[src/rtl/vpu_req_issuer_pkg.sv]
// Shared widths, command record and issuer FSM encoding for the VPU request issuer.
package vpu_req_issuer_pkg;

    localparam int unsigned OPCODE_W = 8;
    localparam int unsigned ADDR_W   = 16;
    localparam int unsigned LEN_W    = 16;

    typedef struct packed {
        logic [OPCODE_W-1:0] opcode;
        logic [ADDR_W-1:0]   src0;
        logic [ADDR_W-1:0]   src1;
        logic [ADDR_W-1:0]   src2;
        logic [ADDR_W-1:0]   dst;
        logic [LEN_W-1:0]    len;
    } vpu_cmd_t;

    typedef enum logic [1:0] {
        IDLE  = 2'd0,
        ISSUE = 2'd1,
        WAIT  = 2'd2
    } issuer_state_t;

endpackage

[src/rtl/vpu_req_issuer_fifo.sv]
// Synchronous command FIFO of vpu_cmd_t; registered storage, head visible one cycle after push.
module vpu_cmd_fifo
    import vpu_req_issuer_pkg::*;
#(
    parameter int unsigned DEPTH = 4
) (
    input  logic     clk,
    input  logic     rst,
    input  logic     push,
    input  vpu_cmd_t push_data,
    input  logic     pop,
    output vpu_cmd_t pop_data,
    output logic     full,
    output logic     empty
);

    localparam int unsigned PTR_W = $clog2(DEPTH);

    // Extra MSB on each pointer distinguishes full from empty when the indices match.
    logic [PTR_W:0] wr_ptr;
    logic [PTR_W:0] rd_ptr;
    vpu_cmd_t       mem [DEPTH];

    assign empty    = (wr_ptr == rd_ptr);
    assign full     = (wr_ptr[PTR_W] != rd_ptr[PTR_W]) &&
                      (wr_ptr[PTR_W-1:0] == rd_ptr[PTR_W-1:0]);
    assign pop_data = mem[rd_ptr[PTR_W-1:0]];

    always_ff @(posedge clk) begin
        if (rst) begin
            wr_ptr <= '0;
            rd_ptr <= '0;
        end else begin
            if (push && !full) begin
                wr_ptr <= wr_ptr + (PTR_W+1)'(1);
            end
            if (pop && !empty) begin
                rd_ptr <= rd_ptr + (PTR_W+1)'(1);
            end
        end
    end

    always_ff @(posedge clk) begin
        if (push && !full) begin
            mem[wr_ptr[PTR_W-1:0]] <= push_data;
        end
    end

endmodule

[src/rtl/vpu_req_issuer.sv]
// Buffers host vector commands and issues them to the VPU one row-chunk at a time,
// waiting for writeback-done between chunks.
module vpu_req_issuer
    import vpu_req_issuer_pkg::*;
#(
    parameter int unsigned FIFO_DEPTH = 4
) (
    input  logic                clk,
    input  logic                rst,
    input  logic                cmd_valid_i,
    output logic                cmd_ready_o,
    input  logic [OPCODE_W-1:0] cmd_opcode_i,
    input  logic [ADDR_W-1:0]   cmd_src0_i,
    input  logic [ADDR_W-1:0]   cmd_src1_i,
    input  logic [ADDR_W-1:0]   cmd_src2_i,
    input  logic [ADDR_W-1:0]   cmd_dst_i,
    input  logic [LEN_W-1:0]    cmd_len_i,
    output logic                req_valid_o,
    input  logic                req_ready_i,
    output logic [OPCODE_W-1:0] req_opcode_o,
    output logic [ADDR_W-1:0]   req_src0_o,
    output logic [ADDR_W-1:0]   req_src1_o,
    output logic [ADDR_W-1:0]   req_src2_o,
    output logic [ADDR_W-1:0]   req_dst_o,
    output logic                req_last_o,
    input  logic                vpu_done_i,
    output logic                cmd_done_o,
    output logic                busy_o,
    output logic                err_o
);

    issuer_state_t    state;
    logic [LEN_W-1:0] remaining;
    vpu_cmd_t         push_cmd;
    vpu_cmd_t         head_cmd;
    logic             fifo_full;
    logic             fifo_empty;
    logic             fifo_push;
    logic             fifo_pop;

    assign push_cmd = '{opcode: cmd_opcode_i, src0: cmd_src0_i, src1: cmd_src1_i,
                        src2: cmd_src2_i, dst: cmd_dst_i, len: cmd_len_i};

    assign cmd_ready_o = !fifo_full && !rst;
    assign fifo_push   = cmd_valid_i && cmd_ready_o;
    assign fifo_pop    = (state == IDLE) && !fifo_empty;

    // Derived purely from flops: state register and FIFO pointer registers.
    assign busy_o = (state != IDLE) || !fifo_empty;

    vpu_cmd_fifo #(
        .DEPTH (FIFO_DEPTH)
    ) u_fifo (
        .clk       (clk),
        .rst       (rst),
        .push      (fifo_push),
        .push_data (push_cmd),
        .pop       (fifo_pop),
        .pop_data  (head_cmd),
        .full      (fifo_full),
        .empty     (fifo_empty)
    );

    always_ff @(posedge clk) begin
        if (rst) begin
            state        <= IDLE;
            remaining    <= '0;
            req_valid_o  <= 1'b0;
            req_opcode_o <= '0;
            req_src0_o   <= '0;
            req_src1_o   <= '0;
            req_src2_o   <= '0;
            req_dst_o    <= '0;
            req_last_o   <= 1'b0;
            cmd_done_o   <= 1'b0;
            err_o        <= 1'b0;
        end else begin
            cmd_done_o <= 1'b0;
            // A done arriving with the ISSUE handshake still counts as unexpected.
            if (vpu_done_i && (state != WAIT)) begin
                err_o <= 1'b1;
            end
            case (state)
                IDLE: begin
                    if (!fifo_empty) begin
                        req_opcode_o <= head_cmd.opcode;
                        req_src0_o   <= head_cmd.src0;
                        req_src1_o   <= head_cmd.src1;
                        req_src2_o   <= head_cmd.src2;
                        req_dst_o    <= head_cmd.dst;
                        remaining    <= head_cmd.len;
                        if (head_cmd.len == '0) begin
                            cmd_done_o <= 1'b1;
                        end else begin
                            req_valid_o <= 1'b1;
                            req_last_o  <= (head_cmd.len == LEN_W'(1));
                            state       <= ISSUE;
                        end
                    end
                end
                ISSUE: begin
                    if (req_ready_i) begin
                        req_valid_o <= 1'b0;
                        state       <= WAIT;
                    end
                end
                WAIT: begin
                    if (vpu_done_i) begin
                        if (remaining == LEN_W'(1)) begin
                            cmd_done_o <= 1'b1;
                            req_last_o <= 1'b0;
                            state      <= IDLE;
                        end else begin
                            remaining   <= remaining - LEN_W'(1);
                            req_src0_o  <= req_src0_o + ADDR_W'(1);
                            req_src1_o  <= req_src1_o + ADDR_W'(1);
                            req_src2_o  <= req_src2_o + ADDR_W'(1);
                            req_dst_o   <= req_dst_o + ADDR_W'(1);
                            req_last_o  <= (remaining == LEN_W'(2));
                            req_valid_o <= 1'b1;
                            state       <= ISSUE;
                        end
                    end
                end
                default: state <= IDLE;
            endcase
        end
    end

endmodule

[config.mk]
export PLATFORM = sky130hd
export DESIGN_NAME = vpu_req_issuer
export DESIGN_NICKNAME = d
export VERILOG_FILES = /design/src/rtl/vpu_req_issuer_pkg.sv /design/src/rtl/vpu_req_issuer_fifo.sv /design/src/rtl/vpu_req_issuer.sv
export SDC_FILE = /design/constraint.sdc
export NUM_CORES = 1
export LEC_CHECK = 0
export CAP_MARGIN = 20
export CORE_UTILIZATION = 62
export CTS_CLUSTER_SIZE = 40
export DETAILED_ROUTE_END_ITERATION = 10
export PLACE_DENSITY = 0.84
export SYNTH_ARGS = -nofsm -noshare
export SYNTH_HDL_FRONTEND = slang
export SYNTH_SLANG_ARGS = --single-unit
[constraint.sdc]
create_clock -name clk -period 5.1 [get_ports clk]
set_input_delay 0.51 -clock clk [delete_from_list [all_inputs] [get_ports clk]]
set_output_delay 0.51 -clock clk [all_outputs]
set_load 0.05 [all_outputs]
==> key figures, run 1 <==
Clocking
  • Post-CTS resize count: 0
  • CTS tree: yes
  • Setup Fix Bufs, Post-CTS: 0
  • # H-tree levels: 2
  • Clk Tree Root Cell: clkbuf_16
  • Longest Clk Path Bufs: 3
  • Cts hold-fix bufs: 0
  • CTS buffer count: 45
  • Clock-pin slew on the worst setup and hold paths: 0.06 ns
  • Skew-Pair Late Insertion Delay: ~0.56 ns
  • Clock Sinks: 454

Placed design
  • HPWL Detailed: between 20,000 and 30,000 um
  • IO Port Bufs: 170
  • Placed inst area: 20,600 um2
  • Placed cells: 1,794
  • RD Place Congestion: 0.852

Yosys
  • Ys Warns: 0
  • Dominant cell type by area after synthesis: edfxtp_1
  • Sequential area share after synthesis: approximately two thirds
  • Asr flop ratio synth: 0%
  • Syn Inst Count: 1,298
  • Synth top area share: 56.8%
  • Primary FF master, synth: edfxtp_1
  • Post-synth EDFFs: 352
  • Synth Register Bits: around 450
  • Syn_area_per_cell: 14.3 um2
  • Syn Std Cell Area: 18,600 um2
  • Synthesized Nets: 1,403
  • Netlist cell types: 56
  • Largest cells by area after synthesis: edfxtp_1, dfxtp_1, mux4_2

Floorplan
  • FP Rows: 63
  • Die Footprint: 30,700 um2
  • Initial Util: 63.0%
  • I/O pin count: between 150 and 200
  • Core area: 29,600 um2
  • Die Y: 175 um
  • Die width: 175 um

Power and ir drop
  • Peak supply drop: 0.315 mV
  • Power per Cell Area: 564 nW/um2
  • Leakage: roughly 7.2 nW

Timing
  • # setup viols final: 0
  • RSZ-0062 raised after global routing: no
  • Final Hold Vio Count: 0
  • Final Critical Period: 3.07 ns
  • Hold WS: 0.255 ns
  • Period utilisation layout: 60.1%
  • Slew @ Worst Pin: roughly 1.1 ns
  • Max Clk Rate: 326 MHz
  • Fin. max-slew vios: 0
  • Final Skew: 0.0274 ns
  • Rel. slew slack: between 20% and 30%
  • Setup TNS: 0 ns

Finish
  • Post-layout nets: 1,558
  • Non-Filler Instances: 1,880
  • Util after Layout: 74.9%
  • Layout cells sized above 1: around an eighth
  • Area growth from synthesis to layout: 18.9%
  • Final Cell Area: 22,100 um2

Detailed routing
  • DR vias: 12,200
  • DR top layer: met4
  • Met2 routed WL: 21,800 um
  • Routed len/inst: 23.6 um
  • DR vias/cell: 6.48
  • Final wirelength: 44,300 um
  • 1st-iter DRT viols: 1,345
  • DRC Markers: 0
  • Post-DRT Antenna Nets: 0
  • WL met1: 17,200 um
  • WL met3: 3890 um
  • TritonRoute pass-1 iters: 6

Critical path
  • Critical path class: flip-flop to flip-flop
  • Worst endpoint data arrival time: 3.47 ns
  • Required time of the critical path: around 5.5 ns
  • Worst Path Max Fanout: a little under 50
  • Startpoint types: flip-flop
  • CP Capture Type: flip-flop

Global route
  • GRT Total Usage: 29.1%
  • First-pass GRT wire length: just under 70,000 um
  • Vias in the first global route: 11,900
  • Largest net degree at the start of global routing: 117
  • Gr ovfl total: 0
  • Initial antenna violation count: 1

Job
  • Max_cap viols: 0

Run status
  • Status: complete, no violations

Min path
  • Worst hold path type: input pin to flip-flop
sequential cells by signal, indices dropped and copies added, names as in the netlist, named ones only:
name	count
req_src0_o	16
cmd_done_o	1
remaining	16
req_src1_o	16
u_fifo.mem	352
req_src2_o	16
err_o	1
req_dst_o	16
state	2
u_fifo.rd_ptr	3
req_opcode_o	8
req_last_o	1
u_fifo.wr_ptr	3
req_valid_o	1
metrics by stage:
step / setup WS (ns) / power [mW]
2_1_floorplan: 0.848 / 7.82
3_3_place_gp: 1.94 / 8.95
3_5_place_dp: 1.85 / 9.07
4_1_cts: 1.93 / 12.5
5_1_grt: 1.80 / 13.0
6_report: 2.03 / 12.5
cells in the final DEF, fill, tap and decap left out, types with 36 or more instances in the layout:
| cell type | instances |
|---|---|
| nand3_1 | 36 |
| edfxtp_1 | 352 |
| clkbuf_16 | 47 |
| dfxtp_1 | 100 |
| a21oi_1 | 94 |
| nand2_1 | 181 |
| clkdlybuf4s50_1 | 169 |
| mux4_2 | 81 |
| nor2_1 | 71 |
| o21ai_0 | 70 |
where the power goes:
| group | internal (mW) | switching (mW) | leakage (nW) |
|---|---|---|---|
| clock | 1.97 | 1.39 | 0.726 |
| combinational | 1.50 | 2.57 | 2.44 |
| sequential | 4.41 | 0.662 | 4.04 |
metal layers:
layer	up-vias	track usage, %
met4	0	12.0
met1	6043	39.9
li1	5323	-
met5	-	0
met2	708	46.9
met3	113	5.04
kinds of logic (layout without fill, tap and decap cells):
| kind of cell | after synthesis | in the layout | share of synthesized area, % |
|---|---|---|---|
| other | 0 | 1 | 0 |
| DFF | 454 | 454 | 67.8 |
| adders and majority gates | 12 | 12 | 0.807 |
| muxes | 93 | 93 | 11.0 |
| xor gates and xnor gates | 7 | 7 | 0.329 |
| AOI/OAI and AO/OA | 268 | 268 | 8.76 |
| and+or+nand+nor | 373 | 373 | 9.06 |
| buffers and inverters | 91 | 282 | 2.31 |
worst max-delay path, stage by stage (launching register included):
cell	delay, ns
dfxtp_4	1.04
buf_4	0.78
mux4_2	0.64
nand2_1	0.10
o41ai_1	0.11
nand2_1	0.11
a21oi_1	0.07
synthesized netlist by cell type (2+ instances only):
cell      instances
nor4_1            9
nor3_1           14
o21ai_0          70
a211oi_1         12
a32o_1            3
xnor2_1           5
mux2_2            2
xor2_1            2
and2_1            5
buf_8             2
and4_1            2
buf_2            14
nor3b_1           2
clkbuf_2          4
clkbuf_1         48
o31ai_1          27
dfxtp_1         102
and3_1            8
nand2b_1          9
ha_1             12
inv_1            13
nand3_1          36
or3_1             5
o32ai_1           2
nor2b_1           8
buf_6             3
o41ai_1           8
edfxtp_1        352
buf_1             5
nand4_1          10
nor2_1           73
mux4_2           81
a311oi_1          6
o21ai_2          10
a21oi_1          94
o21a_1            2
nor4_2            3
mux4_1            6
mux2i_1           4
nand2_1         181
a21o_1            2
a22o_1           10
a31oi_1          19
layout make-up:
class / instances / area [um2]
Antenna cell: 1 / 2.50
Clock buffer: 58 / 1230
Clock inverter: 25 / 275
Fill cell: 1733 / 7420
Inverter: 13 / 48.8
Multi-Input combinational cell: 753 / 5610
Sequential cell: 454 / 12600
Tap cell: 390 / 488
Timing Repair Buffer: 186 / 1860
path summary, 6_finish.rpt:
check	start	end	cells past startpoint	slack, ns
worst max-delay path	flip-flop	req_src1_o[14]	6	2.03
worst min-delay path	rst	cmd_done_o	2	0.25
worst max register to register	flip-flop	req_src1_o[14]	6	2.03
worst min register to register	req_opcode_o[5]	req_opcode_o[5]	2	0.46
(Power assumes the default switching activity.)
==> run 2: changes to the inputs <==
- CORE_UTILIZATION: 62 -> 57
- PLACE_DENSITY: 0.84 -> 0.78
- clock period: 5.1 -> 3.21 ns (I/O delays scaled with it)
==> run 2 against run 1 <==
Against the previous run:
- wire length decreased by 5.2%
- global-route usage decreased by 3.5 points
- register-to-register slack got worse by 1.4 ns
- setup slack got worse by 1.6 ns
- non-clock buffer count increased by 11
- sequential power increased by 55%
- critical path type is now flip-flop to output port
- critical endpoint is now cmd_ready_o
- highest routed layer is now met5
==> key figures, run 2 (synthesis gave the netlist of run 1 again) <==
Run status
  • Status: complete, no violations (unchanged)

Detailed routing
  • Post-DRT Antenna Nets: 0 (unchanged)
  • DR vias/cell: 6.02 (was 6.48)
  • Final wirelength: 42,000 um (was 44,300 um)
  • 1st-iter DRT viols: 1,170 (was 1,345)
  • DR vias: 11,700 (was 12,200)
  • DRC Markers: 0 (unchanged)
  • TritonRoute pass-1 iters: 5 (was 6)
  • Routed len/inst: 21.7 um (was 23.6 um)

Global route
  • Vias in the first global route: 11,400 (was 11,900)
  • Initial antenna violation count: 3 (was 1)
  • GRT Total Usage: 25.6% (was 29.1%)
  • Gr ovfl total: 0 (unchanged)
  • Largest net degree at the start of global routing: 95 (was 117)
  • First-pass GRT wire length: 65,200 um (was 67,700 um)

Job
  • Max_cap viols: 0 (unchanged)

Critical path
  • Worst endpoint data arrival time: 2.46 ns (was 3.47 ns)
  • CP Capture Type: output port (was flip-flop)
  • Startpoint types: flip-flop (unchanged)
  • Required time of the critical path: 2.89 ns (was 5.51 ns)
  • Worst Path Max Fanout: 6 (was 49)
  • Critical path class: flip-flop to output port (was flip-flop to flip-flop)
  • Reg2reg setup slack: 0.61 ns (was 2.03 ns)

Clocking
  • CTS buffer count: 46 (was 45)
  • Clock Sinks: 454 (unchanged)
  • # H-tree levels: 2 (unchanged)
  • Cts hold-fix bufs: 0 (unchanged)
  • Skew-Pair Late Insertion Delay: 0.55 ns (was 0.56 ns)
  • Clock-pin slew on the worst setup and hold paths: 0.06 ns (about the same)
  • Post-CTS resize count: 0 (unchanged)
  • CTS tree: yes (unchanged)
  • Clk Tree Root Cell: clkbuf_16 (unchanged)
  • Longest Clk Path Bufs: 3 (unchanged)
  • Setup Fix Bufs, Post-CTS: 0 (unchanged)

Floorplan
  • Initial Util: 58.4% (was 63.0%)
  • FP Rows: 65 (was 63)
  • Core area: 31,900 um2 (was 29,600 um2)
  • Die width: 183 um (was 175 um)
  • Die Footprint: 33,400 um2 (was 30,700 um2)
  • Die Y: 183 um (was 175 um)
  • I/O pin count: 171 (unchanged)

Finish
  • Final Cell Area: 22,200 um2 (was 22,100 um2)
  • Most frequent cells in the layout: edfxtp_1, nand2_1, clkdlybuf4s50_1 (unchanged)
  • Most common cell after layout, fill and taps aside: edfxtp_1 (unchanged)
  • Util after Layout: 69.6% (was 74.9%)
  • Max FFs per register: 352 (unchanged)
  • Layout cells sized above 1: 12.9% (was 13.2%)
  • Post-layout nets: 1,570 (was 1,558)
  • Area growth from synthesis to layout: 19.2% (was 18.9%)

Placed design
  • HPWL Detailed: 26,300 um (was 26,100 um)
  • RD Place Congestion: 0.849 (was 0.852)
  • IO Port Bufs: 170 (unchanged)
  • Placed inst area: 20,900 um2 (was 20,600 um2)

Timing
  • Hold WS: 0.316 ns (was 0.255 ns)
  • # setup viols final: 0 (unchanged)
  • Final Hold Vio Count: 0 (unchanged)
  • Slew @ Worst Pin: 0.822 ns (was 1.08 ns)
  • Fin. max-slew vios: 0 (unchanged)
  • Rel. slew slack: 45.2% (was 27.7%)
  • Period utilisation layout: 86.7%
  • Final Critical Period: 2.78 ns
  • Max Clk Rate: about 360 MHz
  • Final Skew: 0.0149 ns (was 0.0274 ns)
  • RSZ-0062 raised after global routing: no (unchanged)

Min path
  • Worst hold path type: input pin to flip-flop (unchanged)

Power and ir drop
  • Peak supply drop: 0.558 mV (was 0.315 mV)
  • Leakage: 7.20 nW (about the same)
  • Power per Cell Area: 867 nW/um2 (was 564 nW/um2)
-- run 2: metal layers --
metal | vias up | wire, um | GRT usage [%]
met4 | 2 | 1140 | 8.50
met5 | - | 9 | 0
met2 | 433 | 20200 | 40.4
met3 | 76 | 3070 | 5.21
li1 | 5368 | - | -
met1 | 5786 | 17600 | 36.0
-- run 2: final timing paths --
path                                        from              end  cells after the start
worst max-delay path            u_fifo.wr_ptr[0]      cmd_ready_o                      3
worst min-delay path                         rst         state[1]                      3
worst max register to register      remaining[4]    req_dst_o[10]                      7
worst min register to register   req_opcode_o[1]  req_opcode_o[1]                      2
-- run 2: where the power goes --
part	switching, mW	total [mW]	internal, mW
clock	2.09	4.81	2.72
sequential	0.825	7.84	7.01
combinational	4.16	6.59	2.43
total	7.08	19.2	12.2
-- run 2: layout make-up --
class | count | area, um2
diodes | 2 | 5.00
clock buffers | 70 | 1270
clock inverters | 13 | 61.3
fillers | 2162 | 9690
inverters | 13 | 48.8
multi-input cells | 753 | 5610
flip-flops and latches | 454 | 12600
well taps | 435 | 544
repair buffers | 197 | 2030
-- run 2: worst max-delay path, stage by stage, from the launching register on --
cell,delay [ns]
dfxtp_1,0.44
xnor2_1,0.12
a31oi_1,0.47
clkdlybuf4s50_1,0.90
-- run 2: per-stage QoR --
stage	power (mW)	setup slack (ns)	setup TNS [ns]	cells
5_1_grt	20.1	0.293	0	1937
2_1_floorplan	12.4	-0.0700	-20.40	1298
6_report	19.2	0.426	0	1937
3_3_place_gp	14.4	0.525	0	1852
4_1_cts	19.3	0.395	0	1935
3_5_place_dp	14.5	0.513	0	1852
==> run 3: changes to the inputs <==
- ABC_AREA: unset -> 1
- CORE_UTILIZATION: 57 -> 58
- PLACE_DENSITY: 0.78 -> 0.79
==> run 3 against run 2 <==
Against the previous run:
- die area grew 2.1%
- combinational power grew 31%
- critical path depth is the same
- clock-buffer cell count shrank 6
- non-clock buffer count shrank 2
- core utilization grew 0.95 points
- fmax grew 7.5%
- global-route usage grew 3.8 points
- sequential cell count is the same
- sequential power shrank 0.6%
- clock skew grew 0.0047 ns
==> key figures, run 3 <==
Run status
  • Status: complete, no violations (unchanged)

Finish
  • Fill cells: 2,279 (was 2,162)
  • Most common cell after layout, fill and taps aside: nand2_1 (was edfxtp_1)
  • Ant. Diodes: 0 (was 2)
  • Area growth from synthesis to layout: 19.3% (was 19.2%)
  • Layout cells sized above 1: 6.61% (was 12.9%)
  • Most frequent cells in the layout: nand2_1, edfxtp_1, nor2_1 (was edfxtp_1, nand2_1, clkdlybuf4s50_1)
  • Max FFs per register: 352 (unchanged)
  • Post-layout nets: 2,139 (was 1,570)

Yosys
  • Synthesized Nets: 2,000 (was 1,403)
  • Synth Register Bits: 454 (unchanged)
  • Sequential area share after synthesis: 65.2% (was 67.8%)
  • Largest family of logic cells by synthesized area: simple AND/OR/NAND/NOR gates (was multiplexers)
  • Asr flop ratio synth: 0% (unchanged)
  • Post-synthesis simple-gate area fraction: 17.7% (was 9.06%)
  • Synth top cells by count: nand2_1, edfxtp_1, nor2_1, o21ai_0, a21oi_1 (was edfxtp_1, nand2_1, dfxtp_1, a21oi_1, mux4_2)
  • Mux share of post-synthesis cell area: 0.0518% (was 11.0%)
  • Netlist cell types: 42 (was 56)
  • Dominant cell type by area after synthesis: edfxtp_1 (unchanged)
  • Syn Inst Count: 1,895 (was 1,298)
  • Post-synthesis xor/xnor area fraction: 1.18% (was 0.329%)
  • Primary FF master, synth: edfxtp_1 (unchanged)
  • Post-synth EDFFs: 352 (unchanged)
  • Largest cells by area after synthesis: edfxtp_1, dfxtp_1, nand2_1 (was edfxtp_1, dfxtp_1, mux4_2)
  • Top-count cell post-synth: nand2_1 (was edfxtp_1)
  • Ys Warns: 0 (unchanged)
  • Synth top area share: 54.7% (was 56.8%)
  • Adder-cell share of the synthesized area: 0.776% (was 0.807%)
  • Post-synthesis compound-gate area fraction: 10.7% (was 8.76%)
  • Syn Std Cell Area: 19,300 um2 (was 18,600 um2)
  • Syn_area_per_cell: 10.2 um2 (was 14.3 um2)

Timing
  • Max Clk Rate: 386 MHz (was 359 MHz)
  • Final Hold Vio Count: 0 (unchanged)
  • Rel. slew slack: 29.0% (was 45.2%)
  • Period utilisation layout: 80.7% (was 86.7%)
  • Final Skew: 0.0196 ns (was 0.0149 ns)
  • Setup slack after layout: 0.620 ns (was 0.426 ns)
  • # setup viols final: 0 (unchanged)
  • Setup TNS: 0 ns (unchanged)
  • Fin. max-slew vios: 0 (unchanged)
  • Final Critical Period: 2.59 ns (was 2.78 ns)
  • Slew @ Worst Pin: 1.07 ns (was 0.822 ns)
  • RSZ-0062 raised after global routing: no (unchanged)

Global route
  • Largest net degree at the start of global routing: 91 (was 95)
  • First-pass GRT wire length: 76,300 um (was 65,200 um)
  • GRT Total Usage: 29.4% (was 25.6%)
  • Vias in the first global route: 14,000 (was 11,400)
  • Gr ovfl total: 0 (unchanged)
  • Initial antenna violation count: 3 (unchanged)

Clocking
  • # H-tree levels: 2 (unchanged)
  • Clk Tree Root Cell: clkbuf_16 (unchanged)
  • Clock Sinks: 454 (unchanged)
  • Skew-Pair Late Insertion Delay: 0.56 ns (was 0.55 ns)
  • CTS tree: yes (unchanged)
  • Clock-pin slew on the worst setup and hold paths: 0.06 ns (about the same)
  • Post-CTS resize count: 0 (unchanged)
  • Longest Clk Path Bufs: 3 (unchanged)
  • Cts hold-fix bufs: 0 (unchanged)
  • Setup Fix Bufs, Post-CTS: 0 (unchanged)
  • CTS buffer count: 46 (unchanged)

Critical path
  • Worst Path Max Fanout: 5 (was 6)
  • Largest stage delay on the critical path: 0.76 ns (was 0.90 ns)
  • Worst Reg-to-Reg Cells: 8 (was 7)
  • Critical path class: flip-flop to output port (unchanged)
  • Reg2reg setup slack: 0.65 ns (was 0.61 ns)
  • Startpoint types: flip-flop (unchanged)
  • CP Capture Type: output port (unchanged)
  • Worst endpoint data arrival time: 2.27 ns (was 2.46 ns)
  • Slowest stage cell, crit path: clkdlybuf4s50_1 (unchanged)
  • Required time of the critical path: 2.89 ns (about the same)
  • Critical-path cell list: nor2_1, nand4_2, clkdlybuf4s50_1 (was xnor2_1, a31oi_1, clkdlybuf4s50_1)

Floorplan
  • Core area: 32,700 um2 (was 31,900 um2)
  • Die Footprint: 34,100 um2 (was 33,400 um2)
  • FP Rows: 66 (was 65)
  • Die width: 185 um (was 183 um)
  • Initial Util: 59.1% (was 58.4%)
  • Die Y: 185 um (was 183 um)
  • I/O pin count: 171 (unchanged)

Min path
  • Worst hold path stage count: 1 (was 3)
  • Worst hold path type: input pin to flip-flop (unchanged)

Detailed routing
  • DR vias: 14,900 (was 11,700)
  • DR vias/cell: 5.91 (was 6.02)
  • Post-DRT Antenna Nets: 0 (unchanged)
  • Routed len/inst: 19.9 um (was 21.7 um)
  • DRC Markers: 0 (unchanged)
  • TritonRoute pass-1 iters: 5 (unchanged)
  • 1st-iter DRT viols: 1,605 (was 1,170)
  • Final wirelength: 50,000 um (was 42,000 um)

Power and ir drop
  • Peak supply drop: 0.905 mV (was 0.558 mV)
  • Power per Cell Area: 957 nW/um2 (was 867 nW/um2)
  • Leakage: 8.38 nW (was 7.20 nW)

Placed design
  • IO Port Bufs: 170 (unchanged)
  • RD Place Congestion: 0.900 (was 0.849)
  • HPWL Detailed: 30,300 um (was 26,300 um)
  • Dpl ws: 0.542 ns (was 0.513 ns)

Job
  • Max_cap viols: 0 (unchanged)
[run 3: cells by family after synthesis]
| group | count (synthesis) |
|---|---|
| flops | 454 |
| buf+inv | 190 |
| fa+ha+maj | 12 |
| xor+xnor | 26 |
| simple gates | 833 |
| compound gates | 379 |
| mux | 1 |
[run 3: where the power goes]
group	internal, mW	total (mW)	leakage, nW	switching (mW)
Clock	3.41	5.63	0.799	2.22
Combinational	2.69	8.65	3.54	5.97
Sequential	6.99	7.79	4.04	0.803
Total	13.1	22.1	8.38	8.99
[run 3: metal layers]
layer	vias up	GRT usage, %	wire, um
met1	7082	38.9	19800
met5	-	0	13
met2	792	49.0	24100
met4	2	10.1	1420
met3	110	5.41	4620
li1	6867	-	-
[run 3: area by class of cell]
type,count,area (um2),share of cell area (%)
Clock buffer,64,1340,5.81
Clock inverter,22,280,1.21
Inverter,86,329,1.43
Multi-Input combinational cell,1251,5930,25.7
Sequential cell,454,12600,54.7
Tap cell,442,553,2.40
Timing Repair Buffer,195,2020,8.78
[run 3: critical path: cells and delay by family, from the launching register on]
family,cells,cell delay [ns]
buf+inv,1,0.76
flops,1,0.39
simple gates,2,0.57
[run 3: path summary, 6_finish.rpt]
kind                                     start                 to
worst min register to register     req_valid_o        req_valid_o
worst max register to register       flip-flop       req_dst_o[9]
worst min-delay path            cmd_src2_i[12]  u_fifo.mem[3][44]
worst max-delay path                  state[1]             busy_o
[run 3: stage by stage]
stage | util, % | instance area (um2) | total power, mW | hold slack (ns) | std cells
after floorplan | - | 19400 | 13.8 | 0.420 | 1895
after global placement | 65.6 | 21400 | 16.2 | 0.436 | 2428
after detailed placement | 65.6 | 21400 | 16.4 | 0.437 | 2428
after CTS | 70.5 | 23100 | 22.0 | 0.389 | 2514
after global routing | 70.5 | 23100 | 23.2 | 0.387 | 2514
final | 70.5 | 23100 | 22.1 | 0.404 | 2514
